### src/rtl/pe_pkg.sv
// Shared definitions for the 3x3 MAC processing-element sequencer:
// FSM states, default widths/kernel size and the pe mode encoding.
package pe_pkg;

    typedef enum logic [2:0] {
        ST_IDLE  = 3'd0,
        ST_FEED  = 3'd1,
        ST_DRAIN = 3'd2,
        ST_WAIT  = 3'd3,
        ST_OUT   = 3'd4,
        ST_FIN   = 3'd5
    } state_e;

    localparam int PE_DW   = 8;
    localparam int PE_K    = 3;
    localparam int PE_TAPS = PE_K * PE_K;

    // pe mode_i: 0 = idle/clear, 1 = accumulate the tap presented this cycle
    localparam logic PE_MODE_IDLE = 1'b0;
    localparam logic PE_MODE_ACC  = 1'b1;

endpackage

### src/rtl/pe_win_addr.sv
// Window/tap counters for the KxK raster and the pixel/weight address generation.
// Addresses read 0 outside FEED so the RAM ports stay quiet between windows.
module pe_win_addr
    import pe_pkg::*;
#(
    parameter int IMG_W = 8,
    parameter int IMG_H = 8,
    parameter int K     = PE_K,
    parameter int AW    = 6
) (
    input  logic          clk,
    input  logic          rst_n,
    input  logic          clr_i,
    input  logic          feed_i,
    input  logic          tap_adv_i,
    input  logic          win_adv_i,
    output logic [AW-1:0] img_addr_o,
    output logic [3:0]    fil_addr_o,
    output logic [7:0]    row_o,
    output logic [7:0]    col_o,
    output logic          last_tap_o,
    output logic          last_win_o
);

    localparam logic [3:0] K_M1  = 4'(K - 1);
    localparam logic [7:0] OW_M1 = 8'(IMG_W - K);
    localparam logic [7:0] OH_M1 = 8'(IMG_H - K);

    logic [3:0] kx_q, kx_d;
    logic [3:0] ky_q, ky_d;
    logic [7:0] row_q, row_d;
    logic [7:0] col_q, col_d;

    always_comb begin
        kx_d  = kx_q;
        ky_d  = ky_q;
        row_d = row_q;
        col_d = col_q;
        if (clr_i) begin
            kx_d  = '0;
            ky_d  = '0;
            row_d = '0;
            col_d = '0;
        end else begin
            // kx is the fast index so taps go ky-major
            if (tap_adv_i) begin
                if (kx_q == K_M1) begin
                    kx_d = '0;
                    ky_d = (ky_q == K_M1) ? 4'd0 : ky_q + 4'd1;
                end else begin
                    kx_d = kx_q + 4'd1;
                end
            end
            if (win_adv_i) begin
                if (col_q == OW_M1) begin
                    col_d = '0;
                    row_d = row_q + 8'd1;
                end else begin
                    col_d = col_q + 8'd1;
                end
            end
        end
    end

    always_ff @(posedge clk or negedge rst_n) begin
        if (!rst_n) begin
            kx_q  <= '0;
            ky_q  <= '0;
            row_q <= '0;
            col_q <= '0;
        end else begin
            kx_q  <= kx_d;
            ky_q  <= ky_d;
            row_q <= row_d;
            col_q <= col_d;
        end
    end

    assign img_addr_o = feed_i ? ((AW'(row_q) + AW'(ky_q)) * AW'(IMG_W) + AW'(col_q) + AW'(kx_q))
                               : '0;
    assign fil_addr_o = feed_i ? (ky_q * 4'(K) + kx_q) : 4'd0;
    assign row_o      = row_q;
    assign col_o      = col_q;
    assign last_tap_o = (kx_q == K_M1) && (ky_q == K_M1);
    assign last_win_o = (col_q == OW_M1) && (row_q == OH_M1);

endmodule

### src/rtl/pe_conv_ctrl.sv
// Sequencer for one 3x3 MAC pe: feeds each window's taps from the pixel and
// weight RAMs, waits for the pe result and hands it downstream on valid/ready.
module pe_conv_ctrl
    import pe_pkg::*;
#(
    parameter int DW    = PE_DW,
    parameter int IMG_W = 8,
    parameter int IMG_H = 8,
    parameter int K     = PE_K,
    parameter int AW    = 6
) (
    input  logic          clk,
    input  logic          rst_n,
    input  logic          start_i,
    input  logic          abort_i,
    output logic          busy_o,
    output logic          done_o,
    output logic [AW-1:0] img_addr_o,
    input  logic [DW-1:0] img_data_i,
    output logic [3:0]    fil_addr_o,
    input  logic [DW-1:0] fil_data_i,
    output logic          pe_mode_o,
    output logic [DW-1:0] pe_in_o,
    output logic [DW-1:0] pe_filter_o,
    input  logic [DW-1:0] pe_out_i,
    input  logic          pe_done_i,
    output logic [DW-1:0] res_data_o,
    output logic [7:0]    res_row_o,
    output logic [7:0]    res_col_o,
    output logic          res_valid_o,
    input  logic          res_ready_i,
    output logic          err_o
);

    state_e        state_q, state_d;
    logic          pe_mode_q, pe_mode_d;
    logic          res_valid_q, res_valid_d;
    logic [DW-1:0] res_data_q, res_data_d;
    logic          err_q, err_d;

    logic go, accept, capture, last_tap, last_win;

    assign go      = (state_q == ST_IDLE) && start_i && !abort_i;
    assign accept  = (state_q == ST_OUT) && res_ready_i && !abort_i;
    assign capture = (state_q == ST_WAIT) && pe_done_i && !abort_i;

    pe_win_addr #(
        .IMG_W (IMG_W),
        .IMG_H (IMG_H),
        .K     (K),
        .AW    (AW)
    ) u_win_addr (
        .clk        (clk),
        .rst_n      (rst_n),
        .clr_i      (go),
        .feed_i     (state_q == ST_FEED),
        .tap_adv_i  ((state_q == ST_FEED) && !abort_i),
        .win_adv_i  (accept && !last_win),
        .img_addr_o (img_addr_o),
        .fil_addr_o (fil_addr_o),
        .row_o      (res_row_o),
        .col_o      (res_col_o),
        .last_tap_o (last_tap),
        .last_win_o (last_win)
    );

    always_comb begin
        state_d = state_q;
        case (state_q)
            ST_IDLE:  if (start_i) state_d = ST_FEED;
            ST_FEED:  if (last_tap) state_d = ST_DRAIN;
            ST_DRAIN: state_d = ST_WAIT;
            ST_WAIT:  if (pe_done_i) state_d = ST_OUT;
            ST_OUT:   if (res_ready_i) state_d = last_win ? ST_FIN : ST_FEED;
            ST_FIN:   state_d = ST_IDLE;
            default:  state_d = ST_IDLE;
        endcase
        if (abort_i) state_d = ST_IDLE;

        // RAM read latency is one cycle, so the pe sees data one cycle after FEED
        pe_mode_d   = ((state_q == ST_FEED) && !abort_i) ? PE_MODE_ACC : PE_MODE_IDLE;
        res_valid_d = (state_d == ST_OUT);
        res_data_d  = capture ? pe_out_i : res_data_q;

        err_d = err_q;
        if (go) err_d = 1'b0;
        if (pe_done_i && (state_q != ST_WAIT)) err_d = 1'b1;
    end

    always_ff @(posedge clk or negedge rst_n) begin
        if (!rst_n) begin
            state_q     <= ST_IDLE;
            pe_mode_q   <= PE_MODE_IDLE;
            res_valid_q <= 1'b0;
            res_data_q  <= '0;
            err_q       <= 1'b0;
        end else begin
            state_q     <= state_d;
            pe_mode_q   <= pe_mode_d;
            res_valid_q <= res_valid_d;
            res_data_q  <= res_data_d;
            err_q       <= err_d;
        end
    end

    assign busy_o      = (state_q != ST_IDLE);
    assign done_o      = (state_q == ST_FIN) && !abort_i;
    assign pe_mode_o   = pe_mode_q;
    assign pe_in_o     = img_data_i;
    assign pe_filter_o = fil_data_i;
    assign res_data_o  = res_data_q;
    assign res_valid_o = res_valid_q;
    assign err_o       = err_q;

endmodule

### config.mk
export PLATFORM = sky130hd
export DESIGN_NAME = pe_conv_ctrl
export DESIGN_NICKNAME = d
export VERILOG_FILES = /design/src/rtl/pe_pkg.sv /design/src/rtl/pe_win_addr.sv /design/src/rtl/pe_conv_ctrl.sv
export SDC_FILE = /design/constraint.sdc
export NUM_CORES = 1
export LEC_CHECK = 0
export CAP_MARGIN = 20
export CORE_ASPECT_RATIO = 0.6
export CORE_UTILIZATION = 45
export CTS_CLUSTER_DIAMETER = 120
export DETAILED_ROUTE_END_ITERATION = 8
export GPL_TIMING_DRIVEN = 0
export HOLD_SLACK_MARGIN = 0.05
export PLACE_DENSITY = 0.78
export SYNTH_ARGS = -nofsm -noshare
export SYNTH_HDL_FRONTEND = slang
export SYNTH_HIERARCHICAL = 1
export SYNTH_SLANG_ARGS = --single-unit
### constraint.sdc
create_clock -name clk -period 3.55 [get_ports clk]
set_clock_uncertainty 0.15 [all_clocks]
set_input_delay 0.355 -clock clk [delete_from_list [all_inputs] [get_ports clk]]
set_output_delay 0.355 -clock clk [all_outputs]
set_load 0.1 [all_outputs]
== After elaboration in Yosys (flattened, before gate mapping) ==
Index checks and enable logic that the tools add are counted.
W data, S select, Z words.

* $add $sub $neg: 8
* Multiply operators: 1
* Divide/modulo/power cells: 0
* $lt $le $gt $ge: 0
* Equal/unequal tests: 11
* Shifts and indexed selects: 0
* Multiplexer cells: 25
* Bitwise logic cells: 0
* Reduce and logical (&&, ||, !) cells: 23

{| class="wikitable"
|+ Operators with widths
! cell !! count
|-
| $mux W8 || 6
|-
| $mux W4 || 8
|-
| $mux W3 || 6
|-
| $add A8 B1 Y8 const B || 2
|-
| $eq A8 B3 Y1 const B || 2
|-
| $pmux W3 S5 || 1
|-
| $logic_and A1 B1 Y1 || 12
|-
| $reduce_bool A2 Y1 || 5
|-
| $eq A3 B3 Y1 const B || 3
|-
| $add A4 B1 Y4 const B || 2
|-
| $eq A4 B2 Y1 const B || 2
|-
| $add A6 B4 Y6 || 1
|-
| $add A6 B6 Y6 || 1
|-
| $eq A3 B2 Y1 const B || 2
|-
| $mux W6 || 1
|-
| $add A4 B4 Y4 || 1
|-
| $mul A4 B2 Y4 const B || 1
|-
| $reduce_and A2 Y1 || 2
|-
| $add A3 B3 Y3 || 1
|-
| $eq A3 B1 Y1 const B || 1
|-
| $logic_not A3 Y1 || 1
|-
| $mux W1 || 3
|-
| $ne A3 B2 Y1 const B || 1
|-
| $reduce_bool A3 Y1 || 1
|-
| $logic_not A1 Y1 || 2
|}

* Register bits: 38
* Latch bits: 0
* Bits in writable memories: 0
* Memory bits (read-only): 0
* Bits of input ports: 30
* Output and inout bits: 55
* Word-level logic and storage cells: 77
* Memories: 0

== Depth between registers and ports, before layout ==
Gate-level depths: netlist of the first run.

* Depth in word-level cells: 7
* Gate-level depth with buffers: 11
* Depth with buffers taken out: 11

== Hierarchy ==
The synthesis of the first run kept the hierarchy.

{| class="wikitable"
|+ By module, submodules not included
! module !! instances !! cells an instance !! area each (µm²) !! sequential area each (µm²)
|-
| pe_win_addr || 1 || 200 || 1850.5 || 600.6
|-
| pe_conv_ctrl || 1 || 73 || 862.1 || 350.3
|}

== Worst setup path before layout of the first run ==
OpenSTA, ideal clock, no wires.

* Path type: reg-to-output
* Start: register u_win_addr.row_q[0], in the netlist u_win_addr/row_o[0]
* End: output port img_addr_o[5]
* Arrival time: 3447 ps
* Data required time: 3045 ps
* Setup slack: -402 ps
* Stages on the path, launching flop included: 10
* Buffers on the path: 0
* Cell sequence: dfrtp_1 ha_1 inv_1 fa_1 inv_1 ha_1 ha_1 a21oi_1 xnor2_1 and2_1

* Longest elaborated chain between the ends: 4

{| class="wikitable"
|+ Ends and longest elaborated chain
! what !! line !! RTL
|-
| start: declaration || pe_win_addr.sv:31 || <nowiki>logic [7:0] row_q, row_d;</nowiki>
|-
| start signal: assignment || pe_win_addr.sv:74 || <nowiki>row_q <= row_d;</nowiki>
|-
| $add A3 B3 Y3 || pe_win_addr.sv:79 || <nowiki>assign img_addr_o = feed_i ? ((AW'(row_q) + AW'(ky_q)) * AW'(IMG_W) + AW'(col_q) + AW'(kx_q))</nowiki>
|-
| $add A6 B6 Y6 || pe_win_addr.sv:79 ||
|-
| $add A6 B4 Y6 || pe_win_addr.sv:79 ||
|-
| $mux W6 || pe_win_addr.sv:79 ||
|-
| end: declaration || pe_conv_ctrl.sv:18 || <nowiki>output logic [AW-1:0] img_addr_o,</nowiki>
|}

Every way passes these cells.

== Worst setup path after layout of the first run ==
* Start: register u_win_addr.kx_q[1]
* End: output port fil_addr_o[2]

* Longest elaborated chain between the ends: 2

{| class="wikitable"
|+ Ends and longest elaborated chain
! what !! line !! RTL
|-
| start: declaration || pe_win_addr.sv:29 || <nowiki>logic [3:0] kx_q, kx_d;</nowiki>
|-
| start signal: assignment || pe_win_addr.sv:72 || <nowiki>kx_q <= kx_d;</nowiki>
|-
| $add A4 B4 Y4 || pe_win_addr.sv:81 || <nowiki>assign fil_addr_o = feed_i ? (ky_q * 4'(K) + kx_q) : 4'd0;</nowiki>
|-
| $mux W4 || pe_win_addr.sv:81 ||
|-
| end: declaration || pe_conv_ctrl.sv:20 || <nowiki>output logic [3:0] fil_addr_o,</nowiki>
|}

Every way passes these cells.

==> impl_metrics.tcl, run 1 <==
set metrics [dict create \
    status "finished clean" \
    floorplan.die_area_mm2 0.00635 \
    critical_path_launch_point "u_win_addr/kx_q[1]" \
    dp_hpwl_mm 4.51 \
    cts_num_sinks 38 \
    fillCellCount 480 \
    grt.total_usage_pct 19.7 \
    row_count 21 \
    synth_area_per_cell_um2 9.94 \
    total_power_after_layout_mw 1.42 \
    crit_path_frequent_cell "sky130_fd_sc_hd__fa_1" \
    grt_setup_unrepaired "false" \
    reg2reg_from "u_win_addr/col_o[1]" \
    area_growth_pct 32.2 \
    clk_pin_slew_worst_setup_hold_paths_ps 80 \
    grt_pass1_vias 2052 \
    placeableCoreArea_mm2 0.00570 \
    die-height_um 62.1 \
    synth.lib_cells_used.distinct 50 \
    layout.cells.most_common_list "60 x sky130_fd_sc_hd__clkdlybuf4s50_1, 31 x sky130_fd_sc_hd__dfrtp_1, 23 x sky130_fd_sc_hd__inv_1" \
    synth-edff-count 0 \
    remaining_drc_errors 0 \
    actual_slew_at_the_worst_max_slew_pin_ps 989 \
    first_iter_violations 145 \
    drt_first_pass_iters 4 \
    post_cts_buffers 0 \
    via_density_per_instance 5.11 \
    p_sw_mw 0.613 \
    gr-total-overflow 0 \
    internal_power_mw 0.807 \
    crit_fanout 6 \
    slew_viols_final 0 \
    routed_wire_length_per_instance_um 13.8 \
    vias 2186 \
    drv.max_cap_violation_count 0 \
    clkLatencyLatePin_ps 290 \
    tritoncts "done" \
    timing.final.crit_period_ps 3410 \
    routed_wirelength_mm 5.89 \
    yosysTopAreaCell "sky130_fd_sc_hd__dfrtp_1" \
    hold-worst-slack_ps 18.7 \
    cts-root-buf "sky130_fd_sc_hd__clkbuf_8" \
    crit_path_cell_trace "fa_1 -> ha_1 -> inv_1 -> fa_1 -> nor2b_1 -> dlygate4sd2_1" \
    synth_cells 273 \
    timing.critical_path.from_type "flip-flop" \
    slew-limit-headroom_pct 33.9 \
    cts_hold_buf 0 \
    largest_stage_delay_worst_path_ps 850 \
    max_freq_mhz 294 \
    power_density_over_cell_area_mw_per_mm2 396 \
    cts_buffers 5 \
    synth.top_cell.area_share_pct 35.1 \
    power.leakage_nw 1.67 \
    power.share.switching_pct 43.2 \
    worst-setup-path-type "reg2out" \
    worstPathBufferInverterCount 2 \
    cp_data_required_time_ps 3040 \
    tns_ps 0 \
    clock_power_share_pct 21.5 \
    mostFrequentLayoutCell "sky130_fd_sc_hd__clkdlybuf4s50_1" \
    initial_core_util_pct 47.6 \
    vdd_drop_max_uv 333 \
    crit_slowest_cell "sky130_fd_sc_hd__dlygate4sd2_1" \
    synth-main-ff-cell "sky130_fd_sc_hd__dfrtp_1" \
    placedInstanceArea_mm2 0.00349 \
    mappedNetlistArea_mm2 0.00271 \
    critPathTopFamily "adder cells" \
    synth_sequential_area_ratio_pct 35.1 \
    crit_path_end_kind "primary output" \
    yosysWarnings 6 \
    synthesis.nets 330 \
    antenna_violating_nets_post_route 0 \
    finalSetupViolations 0 \
    cp.arrival_ps 2900 \
    async_reset_ff_share_pct 100 \
    grt_antenna_before_repair 0 \
    finalWeightedCongestion 0.849 \
    layout.nets 404 \
    p_comb_share_pct 42.8 \
    hp-class "in2async" \
    first_pass_grt_wire_length_mm 9.76 \
    cts.path.max_buffers 2 \
    pin_count 85 \
    postLayoutCellArea_mm2 0.00359 \
    timing_hold_violations_final 0 \
    htree_levels 2 \
    yosys_register_bits 38 \
    n_antenna_cell 0 \
    ys_top_cells_by_area "sky130_fd_sc_hd__dfrtp_1 35%, sky130_fd_sc_hd__ha_1 9.7%, sky130_fd_sc_hd__fa_1 4.4%" \
    placement.io_buffers 67 \
    largest_net_degree_at_the_start_of_global_routing 39 \
    layout-drive-gt1-share_pct 18.4 \
    die_w_um 102 \
    flop_pwr_share_pct 35.8 \
    min_period_over_period_pct 96.0 \
]
==> flip-flops by register name, indices dropped and copies added, names as in the netlist <==
signal            count
err_o                 1
pe_mode_o             1
res_data_o            8
res_valid_o           1
state_q               3
u_win_addr/col_o      8
u_win_addr/kx_q       4
u_win_addr/ky_q       4
u_win_addr/row_o      8
==> Yosys cell counts, types with 3 or more instances <==
| master | instances |
|---|---|
| sky130_fd_sc_hd__nand2b_1 | 3 |
| sky130_fd_sc_hd__a21oi_1 | 18 |
| sky130_fd_sc_hd__fa_1 | 6 |
| sky130_fd_sc_hd__xor2_1 | 5 |
| sky130_fd_sc_hd__nor3_1 | 6 |
| sky130_fd_sc_hd__a211oi_1 | 5 |
| sky130_fd_sc_hd__ha_1 | 21 |
| sky130_fd_sc_hd__nand2_1 | 11 |
| sky130_fd_sc_hd__o21ai_0 | 8 |
| sky130_fd_sc_hd__buf_4 | 16 |
| sky130_fd_sc_hd__nor2_1 | 17 |
| sky130_fd_sc_hd__mux2_4 | 8 |
| sky130_fd_sc_hd__and2_1 | 10 |
| sky130_fd_sc_hd__nand3_1 | 11 |
| sky130_fd_sc_hd__nand4_1 | 5 |
| sky130_fd_sc_hd__dfrtp_1 | 38 |
| sky130_fd_sc_hd__or3_1 | 4 |
| sky130_fd_sc_hd__a21o_1 | 5 |
| sky130_fd_sc_hd__nand3b_1 | 3 |
| sky130_fd_sc_hd__nor4_1 | 4 |
| sky130_fd_sc_hd__buf_6 | 4 |
| sky130_fd_sc_hd__inv_1 | 23 |
| sky130_fd_sc_hd__xnor2_1 | 9 |
==> power by group through the flow <==
| stage | Combinational, mW | Sequential, mW | Clock (mW) |
|---|---|---|---|
| 6_report | 0.607 | 0.508 | 0.305 |
| 5_1_grt | 0.653 | 0.514 | 0.331 |
| 4_1_cts | 0.614 | 0.506 | 0.311 |
| 3_5_place_dp | 0.615 | 0.515 | 0 |
| 3_3_place_gp | 0.601 | 0.512 | 0 |
| 2_1_floorplan | 0.453 | 0.530 | 0 |
==> metal layers <==
metal	routed length [µm]	global-route usage [%]	part of all wire, %	vias up
met5	0	0	0	-
met1	2950	29.0	50	1039
li1	-	-	-	1080
met2	2500	28.7	42	60
met3	399	5.41	6.8	7
met4	35	4.64	0.59	0
==> area by class of cell <==
type | count | area (µm²) | area share (%)
flip-flops and latches | 38 | 960 | 26.8
inverters | 23 | 86.3 | 2.41
multi-input cells | 188 | 1500 | 41.9
repair buffers | 67 | 666 | 18.6
clock buffers | 7 | 86.3 | 2.41
clock inverters | 1 | 5.00 | 0.140
well taps | 80 | 100 | 2.79
plain buffers | 24 | 181 | 5.06
==> repair_timing <==
| action | 4_1_cts | 5_1_grt |
|---|---|---|
| endpoints found under the setup margin | 6 | 4 |
| pin swaps | 0 | 0 |
| gates resized for setup | 18 | 4 |
==> cells by family after synthesis <==
logic type      share of synthesized area, %
fa+ha+maj                               14.1
simple gates                            20.2
xor+xnor                                5.35
buf+inv                                 9.87
mux                                     4.84
flops                                   35.1
compound gates                          10.6
==> metrics by stage <==
| step | worst slack [ps] | std cells | utilization, % |
|---|---|---|---|
| 6_report | 143 | 428 | 62.9 |
| 5_1_grt | 33.2 | 428 | 62.9 |
| 2_1_floorplan | 2.36 | 273 | - |
| 3_3_place_gp | -372 | 420 | 61.3 |
| 3_5_place_dp | -395 | 420 | 61.2 |
| 4_1_cts | 14.2 | 428 | 62.9 |
==> path summary, 6_finish.rpt <==
path,slack [ps],depth (start not counted),endpoint
max in group asynchronous,2650,1,u_win_addr/col_o[3]
worst max-delay path,140,6,fil_addr_o[2]
worst min-delay path,20,1,res_data_o[7]
min in group clk,270,2,state_q[1]
worst max register to register,270,11,u_win_addr/row_o[6]
worst min register to register,370,1,res_data_o[3]
No activity file was read; power rests on OpenSTA's default activity.
==> inputs of run 2 (changes only) <==
- CORE_ASPECT_RATIO: 0.6 -> not set
==> run 2 against run 1 <==
Compared with the run above: non-clock buffer count stayed put; register-to-register slack got worse by 20 ps; largest power group unchanged; setup slack gained 65 ps; critical path depth rose by 2; worst hold slack improved by 11 ps; flip-flop and latch count stayed put; sequential share of layout area down 0.074 points; design area up 0.28%; die area decreased by 0.16%; via count up 2.8%.
==> impl_metrics.tcl, run 2 (same netlist as run 1, synthesis figures left out) <==
set metrics [dict create \
    multi_input_area_mm2 0.00150 \
    crit_path_end_kind "primary output" \
    crit_fanout 6 \
    area.sequential_um2 960 \
    finalWeightedCongestion 0.841 \
    setup.reg_to_reg.worst_slack_ps 250 \
    cts_buffers 5 \
    drt_first_pass_iters 4 \
    slew-limit-headroom_pct 35.0 \
    routed_wire_length_per_instance_um 13.8 \
    status "finished clean" \
    vias 2248 \
    cts_num_sinks 38 \
    reg2reg_from "u_win_addr/col_o[0]" \
    grt.total_usage_pct 20.1 \
    tns_ps 0 \
    slew_viols_final 0 \
    cts.path.max_buffers 2 \
    die_w_um 79.6 \
    timing.critical_path.from_type "flip-flop" \
    gr-total-overflow 0 \
    fillCellCount 470 \
    first_pass_grt_wire_length_mm 9.94 \
    die-height_um 79.6 \
    power_density_over_cell_area_mw_per_mm2 412 \
    reg2reg_depth 10 \
    post_cts_buffers 0 \
    grt_most_used_layer "met2" \
    row_count 27 \
    floorplan.die_area_mm2 0.00634 \
    grtUsageMet1_pct 25.1 \
    grt_pass1_vias 2230 \
    layout.nets 404 \
    placeableCoreArea_mm2 0.00564 \
    min_period_over_period_pct 94.1 \
    placement.io_buffers 67 \
    finalSetupViolations 0 \
    grt_antenna_before_repair 0 \
    n_antenna_cell 0 \
    cp_data_required_time_ps 3040 \
    layout.core_utilization_pct 63.8 \
    power.leakage_nw 1.67 \
    timing.final.crit_period_ps 3340 \
    cp.arrival_ps 2840 \
    remaining_drc_errors 0 \
    global_route.usage.met3_pct 4.80 \
    cts-root-buf "sky130_fd_sc_hd__clkbuf_8" \
    drv.max_cap_violation_count 0 \
    timing_hold_violations_final 0 \
    max_freq_mhz 299 \
    htree_levels 2 \
    crit_path_frequent_cell "sky130_fd_sc_hd__fa_1" \
    vdd_drop_max_uv 440 \
    initial_core_util_pct 48.1 \
    rr_endpoint "u_win_addr/row_o[7]" \
    layout.cells.most_common_list "60 x sky130_fd_sc_hd__clkdlybuf4s50_1, 31 x sky130_fd_sc_hd__dfrtp_1, 23 x sky130_fd_sc_hd__inv_1" \
    largest_net_degree_at_the_start_of_global_routing 39 \
    grt_setup_unrepaired "false" \
    clkLatencyLatePin_ps 290 \
    actual_slew_at_the_worst_max_slew_pin_ps 971 \
    first_iter_violations 99 \
    use_met2_pct 34.3 \
    antenna_violating_nets_post_route 0 \
    mostFrequentLayoutCell "sky130_fd_sc_hd__clkdlybuf4s50_1" \
    tritoncts "done" \
    hp-class "in2async" \
    cts_hold_buf 0 \
    worst-setup-path-type "reg2out" \
    via_density_per_instance 5.35 \
    clk_pin_slew_worst_setup_hold_paths_ps 80 \
    area_growth_pct 32.6 \
    hold-worst-slack_ps 29.8 \
    crit_slowest_cell "sky130_fd_sc_hd__fa_1" \
    layout-drive-gt1-share_pct 19.0 \
    routed_wirelength_mm 5.80 \
    pin_count 85 \
    crit_path_cell_trace "fa_1 -> ha_1 -> inv_1 -> fa_1 -> xor2_1 -> xnor2_1 -> and2_1 -> clkdlybuf4s18_2" \
    largest_stage_delay_worst_path_ps 560 \
    dp_hpwl_mm 4.33 \
]
==> run 2: cell count changes in the layout (fill, tap and decap cells not counted), sizes merged <==
cell,previous run,this run
dlygate4sd2,1,0
bufinv,0,1
clkinv,1,0
buf,26,25
clkdlybuf4s18,0,1
clkinvlp,0,2
clkdlybuf4s15,2,1
==> run 2: final cells by class <==
type,instances,area share (%)
plain buffers,24,5.04
well taps,72,2.50
clock inverters,3,1.25
flip-flops and latches,38,26.7
multi-input cells,188,41.8
inverters,23,2.40
repair buffers,67,18.4
clock buffers,5,1.91
==> run 2: report_power, final <==
| part | internal [mW] | total, mW | leakage [nW] | switching, mW |
|---|---|---|---|---|
| Combinational | 0.192 | 0.607 | 1.12 | 0.415 |
| Sequential | 0.458 | 0.508 | 0.503 | 0.0498 |
| Clock | 0.209 | 0.369 | 0.0504 | 0.160 |
==> run 2: worst max-delay path: cells and delay by family, from the launching register on <==
kind,cells,cell delay [ps]
adders and majority gates,3,1060
and+or+nand+nor,1,130
xor gates and xnor gates,2,310
DFF,1,470
buffers and inverters,2,570
==> run 2: repair_timing <==
item,in CTS,in global routing
endpoints found under the setup margin,8,5
pin swaps,0,0
resized for setup,19,7
==> run 2: through the flow <==
stage | area (µm²) | power [mW] | setup slack (ps) | instances
2_1_floorplan | 2720 | 0.983 | 2.36 | 273
3_3_place_gp | 3480 | 1.12 | -369 | 412
3_5_place_dp | 3480 | 1.13 | -402 | 412
4_1_cts | 3590 | 1.50 | 18.6 | 420
5_1_grt | 3600 | 1.58 | 29.3 | 420
6_report | 3600 | 1.48 | 208 | 420
==> run 2: how the worst max path moves through the flow <==
stage	from	endpoint	slack, ps	cells past startpoint
after detailed placement	u_win_addr/ky_q[0]	img_addr_o[5]	-400	10
after CTS	u_win_addr/col_o[1]	img_addr_o[2]	20	5
final	u_win_addr/kx_q[1]	fil_addr_o[3]	210	8
after floorplan	u_win_addr/col_o[5]	u_win_addr/row_o[5]	2	9
after global placement	u_win_addr/ky_q[0]	img_addr_o[5]	-370	10
after global routing	u_win_addr/ky_q[1]	fil_addr_o[3]	30	8
==> run 2: metal layers <==
layer	vias to the layer above	share of wire, %
met5	-	0
met3	5	6.1
met2	81	49
li1	1076	-
met4	0	0.66
met1	1086	44
